[config.mk]
export PLATFORM = sky130hd
export DESIGN_NAME = uart_rx_frame_fsm_flat
export DESIGN_NICKNAME = d
export VERILOG_FILES = /design/src/rtl/uart_pkg.sv /design/src/rtl/uart_rx_frame_fsm_if.sv /design/src/rtl/uart_tmr_vote.sv /design/src/rtl/uart_rx_frame_fsm.sv /design/src/flat_wrapper.sv
export SDC_FILE = /design/constraint.sdc
export NUM_CORES = 1
export LEC_CHECK = 0
export CAP_MARGIN = 20
export CELL_PAD_IN_SITES_DETAIL_PLACEMENT = 1
export CELL_PAD_IN_SITES_GLOBAL_PLACEMENT = 1
export CORE_ASPECT_RATIO = 0.8
export CORE_MARGIN = 5
export CORE_UTILIZATION = 48
export CTS_BUF_LIST = sky130_fd_sc_hd__clkbuf_8
export CTS_CLUSTER_SIZE = 25
export DETAILED_ROUTE_END_ITERATION = 6
export PLACE_DENSITY_LB_ADDON = 0.1
export SLEW_MARGIN = 20
export SYNTH_ARGS = -nofsm -noshare
export SYNTH_HDL_FRONTEND = slang
export SYNTH_SLANG_ARGS = --single-unit
[constraint.sdc]
create_clock -name clk -period 4.9 [get_ports clk]
set_input_delay 0.735 -clock clk [delete_from_list [all_inputs] [get_ports clk]]
set_output_delay 0.735 -clock clk [all_outputs]
set_load 0.01 [all_outputs]
[src/rtl/uart_pkg.sv]
// Shared UART RX definitions: one-hot frame states, parity encodings and data-bit limits.
package uart_pkg;

    typedef enum logic [5:0] {
        ST_IDLE   = 6'b000001,
        ST_START  = 6'b000010,
        ST_DATA   = 6'b000100,
        ST_PARITY = 6'b001000,
        ST_STOP1  = 6'b010000,
        ST_STOP2  = 6'b100000
    } rx_state_t;

    localparam logic [2:0] PAR_NONE  = 3'd0;
    localparam logic [2:0] PAR_EVEN  = 3'd1;
    localparam logic [2:0] PAR_ODD   = 3'd2;
    localparam logic [2:0] PAR_MARK  = 3'd3;
    localparam logic [2:0] PAR_SPACE = 3'd4;

    localparam int unsigned DATA_BITS_MIN = 5;
    localparam int unsigned DATA_BITS_MAX = 9;

    // Encodings 5..7 behave as no parity.
    function automatic logic parity_enabled(input logic [2:0] mode);
        return (mode >= PAR_EVEN) && (mode <= PAR_SPACE);
    endfunction

    function automatic logic [3:0] clamp_bits(input logic [3:0] req, input logic [3:0] max_bits);
        if (req < 4'(DATA_BITS_MIN)) return 4'(DATA_BITS_MIN);
        if (req > max_bits)          return max_bits;
        return req;
    endfunction

endpackage

[src/rtl/uart_rx_frame_fsm_if.sv]
// Strobe, configuration and status bundle between the RX sampler and the frame controller.
interface uart_rx_frame_fsm_if #(
    parameter int unsigned MAX_DATA_BITS = 9
);
    logic                     rx_synch_i;
    logic                     bit_synch_i;
    logic                     bit_value_i;
    logic                     acq_sig_i;
    logic [3:0]               data_bits_i;
    logic [2:0]               parity_mode_i;
    logic                     stop_bits_i;
    logic [5:0]               state_o;
    logic [3:0]               bit_counter_o;
    logic                     parity_cal_trigger_o;
    logic [MAX_DATA_BITS-1:0] data_o;
    logic                     data_valid_o;
    logic                     parity_err_o;
    logic                     frame_err_o;
    logic                     break_o;
    logic                     timeout_o;

    modport master (
        output rx_synch_i, bit_synch_i, bit_value_i, acq_sig_i,
        output data_bits_i, parity_mode_i, stop_bits_i,
        input  state_o, bit_counter_o, parity_cal_trigger_o, data_o,
        input  data_valid_o, parity_err_o, frame_err_o, break_o, timeout_o
    );

    modport slave (
        input  rx_synch_i, bit_synch_i, bit_value_i, acq_sig_i,
        input  data_bits_i, parity_mode_i, stop_bits_i,
        output state_o, bit_counter_o, parity_cal_trigger_o, data_o,
        output data_valid_o, parity_err_o, frame_err_o, break_o, timeout_o
    );
endinterface

[src/rtl/uart_tmr_vote.sv]
// Bitwise 2-of-3 majority voter for triplicated registers.
module uart_tmr_vote #(
    parameter int unsigned W = 8
) (
    input  logic [W-1:0] i_a,
    input  logic [W-1:0] i_b,
    input  logic [W-1:0] i_c,
    output logic [W-1:0] o_y
);
    assign o_y = (i_a & i_b) | (i_b & i_c) | (i_a & i_c);
endmodule

[src/rtl/uart_rx_frame_fsm.sv]
// UART RX frame controller: 5..9 data bits, parity, 1/2 stop bits, break and watchdog.
// Define RX_FSM_TMR_EN to triplicate state, bit counter and watchdog behind majority voters.
module uart_rx_frame_fsm
    import uart_pkg::*;
#(
    parameter int unsigned MAX_DATA_BITS = 9,
    parameter int unsigned WDT_TICKS     = 48,
    parameter int unsigned WDT_W         = 8
) (
    input  logic              clk,
    input  logic              rst,
    uart_rx_frame_fsm_if.slave rx_if
);

    rx_state_t          w_state, w_state_nxt;
    logic [3:0]         w_cnt, w_cnt_nxt;
    logic [WDT_W-1:0]   w_wdt, w_wdt_nxt;
    logic               w_start_frame, w_done, w_timeout, w_last_bit;
    logic               w_par_exp, w_par_err_n, w_frm_err_n, w_brk_n;

    logic [3:0]               r_nbits;
    logic [2:0]               r_pmode;
    logic                     r_stop2;
    logic [MAX_DATA_BITS-1:0] r_shift, r_data;
    logic                     r_par_acc, r_all_zero;
    logic                     r_par_err_p, r_frm_err_p, r_brk_p;
    logic                     r_par_err, r_frm_err, r_brk, r_valid, r_timeout;

`ifdef RX_FSM_TMR_EN
    rx_state_t        r_state_cp [3];
    logic [3:0]       r_cnt_cp   [3];
    logic [WDT_W-1:0] r_wdt_cp   [3];
    logic [5:0]       w_state_vote;

    uart_tmr_vote #(.W(6)) u_vote_state (
        .i_a(r_state_cp[0]), .i_b(r_state_cp[1]), .i_c(r_state_cp[2]), .o_y(w_state_vote)
    );
    uart_tmr_vote #(.W(4)) u_vote_cnt (
        .i_a(r_cnt_cp[0]), .i_b(r_cnt_cp[1]), .i_c(r_cnt_cp[2]), .o_y(w_cnt)
    );
    uart_tmr_vote #(.W(WDT_W)) u_vote_wdt (
        .i_a(r_wdt_cp[0]), .i_b(r_wdt_cp[1]), .i_c(r_wdt_cp[2]), .o_y(w_wdt)
    );
    assign w_state = rx_state_t'(w_state_vote);

    // Every copy reloads from the next value derived from the voted state, scrubbing upsets.
    always_ff @(posedge clk or posedge rst) begin
        if (rst) begin
            for (int i = 0; i < 3; i++) begin
                r_state_cp[i] <= ST_IDLE;
                r_cnt_cp[i]   <= '0;
                r_wdt_cp[i]   <= '0;
            end
        end else begin
            for (int i = 0; i < 3; i++) begin
                r_state_cp[i] <= w_state_nxt;
                r_cnt_cp[i]   <= w_cnt_nxt;
                r_wdt_cp[i]   <= w_wdt_nxt;
            end
        end
    end
`else
    rx_state_t        r_state;
    logic [3:0]       r_cnt;
    logic [WDT_W-1:0] r_wdt;

    assign w_state = r_state;
    assign w_cnt   = r_cnt;
    assign w_wdt   = r_wdt;

    always_ff @(posedge clk or posedge rst) begin
        if (rst) begin
            r_state <= ST_IDLE;
            r_cnt   <= '0;
            r_wdt   <= '0;
        end else begin
            r_state <= w_state_nxt;
            r_cnt   <= w_cnt_nxt;
            r_wdt   <= w_wdt_nxt;
        end
    end
`endif

    assign w_last_bit = (w_cnt == (r_nbits - 4'd1));

    // Next-state, bit counter and watchdog.
    always_comb begin
        w_state_nxt   = w_state;
        w_cnt_nxt     = w_cnt;
        w_wdt_nxt     = w_wdt;
        w_start_frame = 1'b0;
        w_done        = 1'b0;
        w_timeout     = 1'b0;

        if (w_state != ST_IDLE) begin
            if (rx_if.bit_synch_i) begin
                w_wdt_nxt = '0;
            end else if (rx_if.acq_sig_i) begin
                if (w_wdt == WDT_W'(WDT_TICKS - 1)) w_timeout = 1'b1;
                else                                w_wdt_nxt = w_wdt + WDT_W'(1);
            end
        end

        case (w_state)
            ST_IDLE: begin
                w_wdt_nxt = '0;
                if (rx_if.rx_synch_i) begin
                    w_state_nxt   = ST_START;
                    w_start_frame = 1'b1;
                end
            end
            ST_START: begin
                if (rx_if.bit_synch_i) begin
                    if (rx_if.bit_value_i) begin
                        w_state_nxt = ST_IDLE;
                    end else begin
                        w_state_nxt = ST_DATA;
                        w_cnt_nxt   = '0;
                    end
                end
            end
            ST_DATA: begin
                if (rx_if.bit_synch_i) begin
                    w_cnt_nxt = w_cnt + 4'd1;
                    if (w_last_bit)
                        w_state_nxt = parity_enabled(r_pmode) ? ST_PARITY : ST_STOP1;
                end
            end
            ST_PARITY: begin
                if (rx_if.bit_synch_i) w_state_nxt = ST_STOP1;
            end
            ST_STOP1: begin
                if (rx_if.bit_synch_i) begin
                    if (r_stop2) begin
                        w_state_nxt = ST_STOP2;
                    end else begin
                        w_state_nxt = ST_IDLE;
                        w_done      = 1'b1;
                    end
                end
            end
            ST_STOP2: begin
                if (rx_if.bit_synch_i) begin
                    w_state_nxt = ST_IDLE;
                    w_done      = 1'b1;
                end
            end
            default: begin
                w_state_nxt = ST_IDLE;
                w_wdt_nxt   = '0;
            end
        endcase

        if (w_timeout) begin
            w_state_nxt = ST_IDLE;
            w_wdt_nxt   = '0;
        end
    end

    always_comb begin
        case (r_pmode)
            PAR_EVEN: w_par_exp = r_par_acc;
            PAR_ODD:  w_par_exp = ~r_par_acc;
            PAR_MARK: w_par_exp = 1'b1;
            default:  w_par_exp = 1'b0;
        endcase
    end

    // Pending flags including this cycle's strobe, so completion captures the final stop bit.
    assign w_par_err_n = r_par_err_p | ((w_state == ST_PARITY) && rx_if.bit_synch_i &&
                                        (rx_if.bit_value_i != w_par_exp));
    assign w_frm_err_n = r_frm_err_p | (((w_state == ST_STOP1) || (w_state == ST_STOP2)) &&
                                        rx_if.bit_synch_i && !rx_if.bit_value_i);
    assign w_brk_n     = r_brk_p | ((w_state == ST_STOP1) && rx_if.bit_synch_i &&
                                    r_all_zero && !rx_if.bit_value_i);

    // Frame datapath and registered status.
    always_ff @(posedge clk or posedge rst) begin
        if (rst) begin
            r_nbits     <= 4'(DATA_BITS_MIN);
            r_pmode     <= PAR_NONE;
            r_stop2     <= 1'b0;
            r_shift     <= '0;
            r_data      <= '0;
            r_par_acc   <= 1'b0;
            r_all_zero  <= 1'b1;
            r_par_err_p <= 1'b0;
            r_frm_err_p <= 1'b0;
            r_brk_p     <= 1'b0;
            r_par_err   <= 1'b0;
            r_frm_err   <= 1'b0;
            r_brk       <= 1'b0;
            r_valid     <= 1'b0;
            r_timeout   <= 1'b0;
        end else begin
            r_valid   <= w_done;
            r_timeout <= w_timeout;
            if (w_start_frame) begin
                r_nbits     <= clamp_bits(rx_if.data_bits_i, 4'(MAX_DATA_BITS));
                r_pmode     <= rx_if.parity_mode_i;
                r_stop2     <= rx_if.stop_bits_i;
                r_shift     <= '0;
                r_par_acc   <= 1'b0;
                r_all_zero  <= 1'b1;
                r_par_err_p <= 1'b0;
                r_frm_err_p <= 1'b0;
                r_brk_p     <= 1'b0;
            end else if (rx_if.bit_synch_i) begin
                if (w_state == ST_DATA) begin
                    for (int unsigned i = 0; i < MAX_DATA_BITS; i++)
                        if (w_cnt == 4'(i)) r_shift[i] <= rx_if.bit_value_i;
                    r_par_acc  <= r_par_acc ^ rx_if.bit_value_i;
                    r_all_zero <= r_all_zero & ~rx_if.bit_value_i;
                end
                if (w_state == ST_PARITY)
                    r_all_zero <= r_all_zero & ~rx_if.bit_value_i;
                r_par_err_p <= w_par_err_n;
                r_frm_err_p <= w_frm_err_n;
                r_brk_p     <= w_brk_n;
            end
            if (w_done) begin
                r_data    <= r_shift;
                r_par_err <= w_par_err_n;
                r_frm_err <= w_frm_err_n;
                r_brk     <= w_brk_n;
            end
        end
    end

    assign rx_if.state_o              = w_state;
    assign rx_if.bit_counter_o        = w_cnt;
    assign rx_if.parity_cal_trigger_o = (w_state == ST_DATA) && rx_if.bit_synch_i && w_last_bit;
    assign rx_if.data_o               = r_data;
    assign rx_if.data_valid_o         = r_valid;
    assign rx_if.parity_err_o         = r_par_err;
    assign rx_if.frame_err_o          = r_frm_err;
    assign rx_if.break_o              = r_brk;
    assign rx_if.timeout_o            = r_timeout;

endmodule

[src/flat_wrapper.sv]
// flat-port wrapper written by rule: the top's interface ports become plain ports
module uart_rx_frame_fsm_flat import uart_pkg::*;
#(
    parameter int unsigned MAX_DATA_BITS = 9,
    parameter int unsigned WDT_TICKS     = 48,
    parameter int unsigned WDT_W         = 8
)
  (clk, rst, rx_if_rx_synch_i, rx_if_bit_synch_i, rx_if_bit_value_i, rx_if_acq_sig_i, rx_if_data_bits_i, rx_if_parity_mode_i, rx_if_stop_bits_i, rx_if_state_o, rx_if_bit_counter_o, rx_if_parity_cal_trigger_o, rx_if_data_o, rx_if_data_valid_o, rx_if_parity_err_o, rx_if_frame_err_o, rx_if_break_o, rx_if_timeout_o);
  uart_rx_frame_fsm_if #(.MAX_DATA_BITS(MAX_DATA_BITS)) rx_if_i ();
  input  logic clk;
  input  logic rst;
  input wire logic [$bits(rx_if_i.rx_synch_i)-1:0] rx_if_rx_synch_i;
  input wire logic [$bits(rx_if_i.bit_synch_i)-1:0] rx_if_bit_synch_i;
  input wire logic [$bits(rx_if_i.bit_value_i)-1:0] rx_if_bit_value_i;
  input wire logic [$bits(rx_if_i.acq_sig_i)-1:0] rx_if_acq_sig_i;
  input wire logic [$bits(rx_if_i.data_bits_i)-1:0] rx_if_data_bits_i;
  input wire logic [$bits(rx_if_i.parity_mode_i)-1:0] rx_if_parity_mode_i;
  input wire logic [$bits(rx_if_i.stop_bits_i)-1:0] rx_if_stop_bits_i;
  output wire logic [$bits(rx_if_i.state_o)-1:0] rx_if_state_o;
  output wire logic [$bits(rx_if_i.bit_counter_o)-1:0] rx_if_bit_counter_o;
  output wire logic [$bits(rx_if_i.parity_cal_trigger_o)-1:0] rx_if_parity_cal_trigger_o;
  output wire logic [$bits(rx_if_i.data_o)-1:0] rx_if_data_o;
  output wire logic [$bits(rx_if_i.data_valid_o)-1:0] rx_if_data_valid_o;
  output wire logic [$bits(rx_if_i.parity_err_o)-1:0] rx_if_parity_err_o;
  output wire logic [$bits(rx_if_i.frame_err_o)-1:0] rx_if_frame_err_o;
  output wire logic [$bits(rx_if_i.break_o)-1:0] rx_if_break_o;
  output wire logic [$bits(rx_if_i.timeout_o)-1:0] rx_if_timeout_o;
  assign rx_if_i.rx_synch_i = rx_if_rx_synch_i;
  assign rx_if_i.bit_synch_i = rx_if_bit_synch_i;
  assign rx_if_i.bit_value_i = rx_if_bit_value_i;
  assign rx_if_i.acq_sig_i = rx_if_acq_sig_i;
  assign rx_if_i.data_bits_i = rx_if_data_bits_i;
  assign rx_if_i.parity_mode_i = rx_if_parity_mode_i;
  assign rx_if_i.stop_bits_i = rx_if_stop_bits_i;
  assign rx_if_state_o = rx_if_i.state_o;
  assign rx_if_bit_counter_o = rx_if_i.bit_counter_o;
  assign rx_if_parity_cal_trigger_o = rx_if_i.parity_cal_trigger_o;
  assign rx_if_data_o = rx_if_i.data_o;
  assign rx_if_data_valid_o = rx_if_i.data_valid_o;
  assign rx_if_parity_err_o = rx_if_i.parity_err_o;
  assign rx_if_frame_err_o = rx_if_i.frame_err_o;
  assign rx_if_break_o = rx_if_i.break_o;
  assign rx_if_timeout_o = rx_if_i.timeout_o;
  uart_rx_frame_fsm #(.MAX_DATA_BITS(MAX_DATA_BITS), .WDT_TICKS(WDT_TICKS), .WDT_W(WDT_W)) u_core (.clk(clk), .rst(rst), .rx_if(rx_if_i));
endmodule
# [After elaboration in Yosys (flattened, before gate mapping)]
# Index checks and enable logic that the tools add are counted.
[word_totals] word_cells=182 output_inout_bits=25 reg_bits=54 in_bits=14
[classes] reduce_logical=41 mux=67 n_eq_ne=34 n_addsub=3 magnitude_cmp=4 bitwise_logic=7
[ops] op="$mux W6" count=9
[ops] op="$mux W8" count=6
[ops] op="$mux W1" count=36
[ops] op="$pmux W6 S6" count=1
[ops] op="$reduce_and A3 Y1" count=10
[ops] op="$mux W4" count=7
[ops] op="$mux W9" count=3
[ops] op="$reduce_bool A2 Y1" count=12
[ops] op="$ne A3 B2 Y1 const B" count=6
[ops] op="$eq A4 B3 Y1 const B" count=4
[ops] op="$logic_and A1 B1 Y1" count=10
[ops] op="$add A8 B1 Y8 const B" count=1
[ops] op="$eq A4 B2 Y1 const B" count=2
[ops] op="$eq A8 B6 Y1 const B" count=1
[ops] op="$pmux W4 S2" count=1
[ops] op="$reduce_and A7 Y1" count=1
[ops] op="$eq A3 B2 Y1 const B" count=2
[ops] op="$eq A6 B1 Y1 const B" count=1
[ops] op="$eq A6 B2 Y1 const B" count=1
[ops] op="$eq A6 B3 Y1 const B" count=1
[ops] op="$eq A6 B4 Y1 const B" count=1
[ops] op="$eq A6 B5 Y1 const B" count=1
[ops] op="$eq A6 B6 Y1 const B" count=1
[ops] op="$ne A2 B2 Y1 const B" count=3
[ops] op="other kinds (30)" count=35

# [Logic depth before layout (Yosys ltp)]
# Gate-level depths: netlist of the first run.
[logic_depth] ltp_word=7 mapped_depth=7 ltp_nobuf=7

# [Worst setup path after synthesis of the first run]
# No wires, ideal clock.
[synth_path] path_type="reg2out" startpoint="register u_core.r_state[3] (netlist: u_core.rx_if.state_o[3])" endpoint="output port rx_if_parity_cal_trigger_o" arrival_time_ps=2029 t_required_ps=4165 path_buffers=2 path_slack_ps=2136 path_stages_with_launch=6 path_cell_list="dfrtp_1 > buf_6 > or4b_2 > nor4b_4 > buf_4 > and4_1"
[synth_via] elab_chain_len=3
[synth_lines] item="start: declaration" line="uart_rx_frame_fsm.sv:63" source="rx_state_t r_state;"
[synth_lines] item="start signal: assignment" line="uart_rx_frame_fsm.sv:77" source="r_state <= w_state_nxt;"
[synth_lines] item="$eq A6 B3 Y1" line="uart_rx_frame_fsm.sv:232" source="assign rx_if.parity_cal_trigger_o = (w_state == ST_DATA) && rx_if.bit_synch_i && w_last_bit;"
[synth_lines] item="$logic_and A1 B1 Y1 (2 in series)" line="uart_rx_frame_fsm.sv:232"
[synth_lines] item="end: declaration" line="flat_wrapper.sv:21" source="output wire logic [$bits(rx_if_i.parity_cal_trigger_o)-1:0] rx_if_parity_cal_trigger_o;"
# No other way between the ends.

# [Worst setup path in the final report of the first run]
[layout_path] startpoint="register u_core.r_state[4] (netlist: u_core.rx_if.state_o[4])" endpoint="output port rx_if_parity_cal_trigger_o"
# Same word-level chain as after synthesis.

==> results of run 1 <==
[synth_stat cells (2+ instances only)]
cell type and number:
nand2_1 32, o22ai_1 3, dfrtp_1 50, xnor2_1 5, nand4b_1 6, mux2i_1 11
o21a_1 4, clkbuf_1 8, a31oi_1 6, buf_2 2, and4b_1 3, dfstp_2 4
nor2_1 23, buf_6 3, nor3_1 8, nand4_1 2, o21ai_0 11, nand3_1 11
o211ai_1 5, ha_1 6, xor2_1 7, a21oi_1 4, nand3b_1 2, mux2_2 10
or4b_2 2, and4_1 2, nand2b_1 4, inv_1 15, nor2b_1 4
[worst max path at each step]
| stage | depth (start not counted) | startpoint | slack (ns) | to |
|---|---|---|---|---|
| after floorplan | 5 | u_core.rx_if.state_o[3]$_DFFE_PP0P_ | 2.14 | rx_if_parity_cal_trigger_o |
| after global placement | 4 | rx_if_bit_synch_i | 1.11 | rx_if_parity_cal_trigger_o |
| after detailed placement | 4 | rx_if_bit_synch_i | 1.05 | rx_if_parity_cal_trigger_o |
| after CTS | 4 | u_core.rx_if.state_o[4]$_DFFE_PP0P_ | 1.00 | rx_if_parity_cal_trigger_o |
| after global routing | 4 | u_core.rx_if.state_o[4]$_DFFE_PP0P_ | 0.87 | rx_if_parity_cal_trigger_o |
| final | 4 | u_core.rx_if.state_o[4]$_DFFE_PP0P_ | 1.05 | rx_if_parity_cal_trigger_o |
[kinds of logic (layout without fill, tap and decap cells)]
logic type	after synthesis	in the layout	synth area share, %
adders and majority gates	6	6	2.592
buffers and inverters	29	62	4.752
xor gates and xnor gates	12	12	3.628
and+or+nand+nor	110	110	21.04
DFF	54	54	46.83
muxes	22	22	8.207
AOI/OAI and AO/OA	48	48	12.96
[area by class of cell]
cell class	count	area (um2)	area share, %
multi-input combinational	198	1403	41.00
sequential	54	1356	39.65
timing repair buffer	39	387.9	11.34
tap	81	101.3	2.963
clock buffer	6	82.58	2.414
inverter	15	56.30	1.646
clock inverter	2	33.78	0.9876
[power by group through the flow]
stage | sequential, mW | combinational, mW | clock, mW
after floorplan | 0.551 | 0.274 | 0
after global placement | 0.589 | 0.338 | 0
after detailed placement | 0.591 | 0.352 | 0
after CTS | 0.583 | 0.361 | 0.321
after global routing | 0.590 | 0.393 | 0.344
final | 0.584 | 0.357 | 0.317
[sequential cells by signal (all words and copies together), names as in the netlist, 3 cells and up]
| register | flops |
|---|---|
| u_core.rx_if.state_o | 6 |
| u_core.r_pmode | 3 |
| u_core.rx_if.data_o | 9 |
| u_core.r_wdt | 8 |
| u_core.r_shift | 9 |
| u_core.r_nbits | 4 |
| u_core.rx_if.bit_counter_o | 4 |
[worst min-delay path: stages (launching register included)]
cell and delay (ns):
dfstp_2 0.38, nand2_1 0.05, nand2_1 0.05
[through the flow]
| step | hold WS [ns] | utilization (%) |
|---|---|---|
| 2_1_floorplan | 0.4390 | - |
| 6_report | 0.4810 | 58.17 |
| 3_5_place_dp | 0.4565 | 56.19 |
| 3_3_place_gp | 0.4472 | 56.19 |
| 5_1_grt | 0.4941 | 58.17 |
| 4_1_cts | 0.4816 | 58.17 |
[placed cells by master (no fill, tap or decap), types with 2 or more instances in the layout]
cell type        instances
dfrtp_1                 50
clkdlybuf4s50_1         38
nand2_1                 32
nor2_1                  23
inv_1                   15
o21ai_0                 11
nand3_1                 11
mux2i_1                 11
mux2_2                  10
nor3_1                   8
xor2_1                   7
a31oi_1                  6
nand4b_1                 6
ha_1                     6
clkbuf_8                 6
o211ai_1                 5
xnor2_1                  5
nand2b_1                 4
nor2b_1                  4
o21a_1                   4
a21oi_1                  4
dfstp_2                  4
and4b_1                  3
o22ai_1                  3
nand4_1                  2
or4b_2                   2
and4_1                   2
nand3b_1                 2
[metal layers]
metal,share of wire (%),global-route usage (%)
met1,48,25.93
met2,47,32.51
met3,4.0,4.891
met4,1.5,6.031
met5,0,0
==> results by group, run 1 <==
Status
  • Outcome: completed

Layout
  • # fillers: about 670
  • Final Instance Area: ~0.0034 mm2
  • Layout cells sized above 1: a little under an eighth
  • Final std cells w/o fill: 395
  • Final-stage net count: 333
  • # diodes: 0
  • Area Overhead vs Synth: 18.10%

Detailed routing
  • DRC viols: 0
  • TritonRoute pass-1 iters: 4
  • Drt wl/cell: 18.31 um
  • Vias per inst: ~5.7
  • DR iter-0 viols: slightly below 90
  • Drt total wl: 7234 um
  • Antenna Nets Post-Route: 0
  • Vias: 2,245

Critical path
  • Cells along the critical path: or4b_2 -> nor4b_4 -> and4_1 -> clkdlybuf4s50_1
  • Flop2flop setup slack: 2.26 ns
  • Startpoint Class: flip-flop
  • Reg-to-Reg Start: u_core.rx_if.state_o[3]$_DFFE_PP0P_
  • Worst-path fanout max: 13
  • Max stage delay on crit path: around 0.77 ns
  • Crit. End Element: output port
  • WP data arrival: 3.12 ns
  • R2r worst-path depth: 4
  • Worst path slowest cell: or4b_2
  • WP data required: 4.16 ns
  • Critical path class: flip-flop to output port
  • Reg-to-reg critical path endpoint: u_core.rx_if.data_o[8]$_DFFE_PP0P_
  • Crit path max-delay family: simple AND/OR/NAND/NOR gates
  • CP bufs+invs: 1

Pwr
  • Total power: approximately 1.3 mW
  • PD cells: between 300 and 400 mW/mm2
  • Sequential power share: a little under half
  • Clock share of power: between 20% and 30%
  • Pleak: 1.531 nW
  • VDD IR-drop max: 0.1736 mV
  • Sw Share: a little over a third
  • Logic pwr share: 28.4%
  • Cell Int Power: 0.8214 mW
  • Switch Pwr: 0.4372 mW

Place
  • Placed cell area: between 0.003 and 0.004 mm2
  • Port bufs: 38
  • DP Cell Count: 387
  • Pre-CTS setup slack: between 1 and 1.5 ns
  • GP Congestion: approximately 0.81
  • Post-DP HPWL: between 4000 and 5000 um

Global routing
  • Vias in the first global route: 2,410
  • All-Layer GR Usage: between 10% and 20%
  • First-pass GRT wire length: about 12,000 um
  • Grt total ovfl: 0
  • Largest net degree at the start of global routing: 55
  • Initial antenna violation count: 0

Yosys
  • Yosys top cell by area: dfrtp_1
  • Flops & latches, synth: between 50 and 60
  • Ys flop type: dfrtp_1
  • EDFF count, synth: 0
  • Top post-synthesis cells by area: dfrtp_1 43%, nand2_1 4.1%, mux2_2 3.9%, mux2i_1 3.8%, dfstp_2 3.6%
  • Async set or reset register ratio after synthesis: 100.0%
  • Syn_area_per_cell: approximately 10 um2
  • Syn_nets: 301
  • Netlist cell types: 57
  • Post-synthesis cell count: 281
  • Post-synth top area share: 43.20%
  • Warnings from Yosys: 0
  • Part of the Yosys area used for sequential elements: 46.83%
  • Cell area after synthesis: 0.002897 mm2

Die
  • Num rows: 25
  • Width of the chip: 96.85 um
  • Die ar.: 0.007698 mm2
  • Core Box Area: between 0.005 and 0.006 mm2
  • I/O Pins: 39
  • Starting Density: 49.26%
  • Die H: around 79 um

Clock tree
  • H-tree levels: 2
  • Latest clock arrival within the worst-skew pair: 0.31 ns
  • Clk root buf: clkbuf_8
  • Hold buffer count at CTS: 0
  • Num CTS Buffers: 5
  • CTS tree: built
  • Clk sink count: 54
  • Postcts setup bufs: 0
  • Max Root-Sink Buffers: 2
  • Post-CTS Resized: 0
  • Clock transition at path regs: 0.10 ns

Worst hold path
  • Hold_sp: u_core.r_all_zero$_DFFE_PP1P_
  • Worst hold path stage count: 2
  • WHS Endpoint: u_core.r_all_zero$_DFFE_PP1P_
  • Hold crit path type: flip-flop to flip-flop

Timing
  • RSZ-0062 raised after global routing: no
  • Tcrit/Tclk final: 78.59%
  • FMAX: around 260 MHz
  • Final Setup Violations: 0
  • Slew Limit Fails: 0
  • Period minus WS final: 3.851 ns
  • Worst slew margin: 43.56%
  • Setup ws final: 1.049 ns
  • Final setup TNS: 0 ns
  • Setup Skew: 0.009420 ns
  • Final hold vios: 0
  • Tightest Pin Transition: 0.8466 ns

Job
  • Max-Cap Viols: 0
No activity file was read; power rests on OpenSTA's default activity.
==> inputs of run 2 (changes only) <==
CORE_UTILIZATION = 44   (was 48)
clock period = 3.9 ns   (was 4.9 ns; I/O delays follow)
==> results by group, run 2 (same netlist as run 1, synthesis figures left out) <==
Die
  • I/O Pins: 39
  • Die H: 82.57 um
  • Core Box Area: 0.006409 mm2
  • Die ar.: between 0.008 and 0.009 mm2
  • Num rows: 26
  • Starting Density: between 40% and 50%
  • Width of the chip: 100.7 um

Global routing
  • Grt total ovfl: 0
  • Initial antenna violation count: 0
  • Vias in the first global route: 2,229
  • Largest net degree at the start of global routing: 33
  • All-Layer GR Usage: 17.66%
  • First-pass GRT wire length: 11,390 um

Critical path
  • Cells along the critical path: or4b_2 -> nor4b_4 -> buf_4 -> and4_1 -> clkdlybuf4s50_1
  • Worst path slowest cell: or4b_2
  • Crit. End Element: output port
  • Crit path max-delay family: simple AND/OR/NAND/NOR gates
  • Startpoint Class: flip-flop
  • Max stage delay on crit path: 0.77 ns
  • CP bufs+invs: 2
  • Critical path class: flip-flop to output port
  • Worst-path fanout max: 13
  • WP data required: 3.31 ns
  • WP data arrival: 2.85 ns
  • Flop2flop setup slack: 1.28 ns

Timing
  • Final setup TNS: 0 ns
  • FMAX: 290.8 MHz
  • Final Setup Violations: 0
  • Setup ws final: 0.4611 ns
  • Setup Skew: 0.01045 ns
  • Period minus WS final: 3.439 ns
  • RSZ-0062 raised after global routing: no
  • Tightest Pin Transition: 0.7893 ns
  • Tcrit/Tclk final: approximately nine tenths
  • Worst slew margin: 46.02%
  • Final hold vios: 0
  • Slew Limit Fails: 0

Layout
  • Final Instance Area: 0.003448 mm2
  • Commonest non-fill, non-tap cell in the layout: dfrtp_1
  • Layout cells sized above 1: 12.89%
  • Area Overhead vs Synth: 19.05%
  • Final core utilization: about 54%
  • Final-stage net count: 337
  • Final std cells w/o fill: between 400 and 500
  • # diodes: 0
  • Most frequent cells in the layout: 50 x dfrtp_1, 38 x clkdlybuf4s50_1, 32 x nand2_1, 23 x nor2_1, 15 x inv_1

Place
  • Port bufs: 38
  • GP Congestion: 0.8065
  • DP Cell Count: 394
  • Placed cell area: roughly 0.0033 mm2
  • Pre-CTS setup slack: 0.7927 ns
  • Post-DP HPWL: 4822 um

Detailed routing
  • TritonRoute pass-1 iters: 4
  • Drt wl/cell: 16.50 um
  • DR iter-0 viols: 73
  • Drt total wl: 6634 um
  • DRC viols: 0
  • Vias: around 2,200
  • Antenna Nets Post-Route: 0
  • Vias per inst: 5.537

Job
  • Max-Cap Viols: 0

Pwr
  • PD cells: 450.3 mW/mm2
  • VDD IR-drop max: 0.2970 mV
  • Pleak: 1.545 nW

Clock tree
  • CTS tree: built
  • Postcts setup bufs: 0
  • Post-CTS Resized: 0
  • Max Root-Sink Buffers: 2
  • Clk sink count: 54
  • Latest clock arrival within the worst-skew pair: 0.31 ns
  • Hold buffer count at CTS: 0
  • Clock transition at path regs: 0.10 ns
  • Clk root buf: clkbuf_8
  • Num CTS Buffers: 5
  • H-tree levels: 2

Status
  • Outcome: completed

Worst hold path
  • Hold crit path type: flip-flop to flip-flop
[run 2: area by class of cell]
class                           count  area (um2)
Fill cell                         705        2960
Sequential cell                    54        1356
Multi-Input combinational cell    198        1403
Tap cell                           84       105.1
Inverter                           15       56.30
Clock buffer                        5       68.82
Timing Repair Buffer               43       417.9
Clock inverter                      3       41.29
[run 2: final timing paths]
check                                                          from  depth (start not counted)                               end
worst max-delay path            u_core.rx_if.state_o[4]$_DFFE_PP0P_                          5        rx_if_parity_cal_trigger_o
worst min-delay path                  u_core.r_all_zero$_DFFE_PP1P_                          2     u_core.r_all_zero$_DFFE_PP1P_
worst max register to register  u_core.rx_if.state_o[1]$_DFFE_PP0P_                          5       u_core.r_wdt[4]$_DFFE_PP0P_
worst min register to register        u_core.r_all_zero$_DFFE_PP1P_                          2     u_core.r_all_zero$_DFFE_PP1P_
max in group asynchronous                                       rst                          3     u_core.r_nbits[2]$_DFFE_PP1P_
min in group asynchronous                                       rst                          2  u_core.rx_if.break_o$_DFFE_PP0P_
[run 2: routing by layer]
metal  up-vias  global-route usage [%]  routed length [um]
met3         8                   3.275                 207
met2        36                   27.14                3023
met5         -                       0                   0
met4         0                   6.460                  87
met1      1113                   24.95                3317
li1       1069                       -                   -
[run 2: through the flow]
stage | hold slack [ns] | total power [mW]
after global placement | 0.4513 | 1.178
after CTS | 0.4790 | 1.575
after global routing | 0.5189 | 1.658
after detailed placement | 0.4619 | 1.192
final | 0.4805 | 1.553
after floorplan | 0.4390 | 1.036
[run 2: tightest hold or removal path: stages (launching register included)]
cell and delay, ns:
dfstp_2 0.39, nand2_1 0.05, nand2_1 0.05
[run 2: power by group]
part,switching [mW],internal [mW],total [mW],leakage (nW)
clock network,0.187,0.189,0.376,0.0556
logic,0.242,0.201,0.444,0.759
registers,0.105,0.628,0.733,0.730
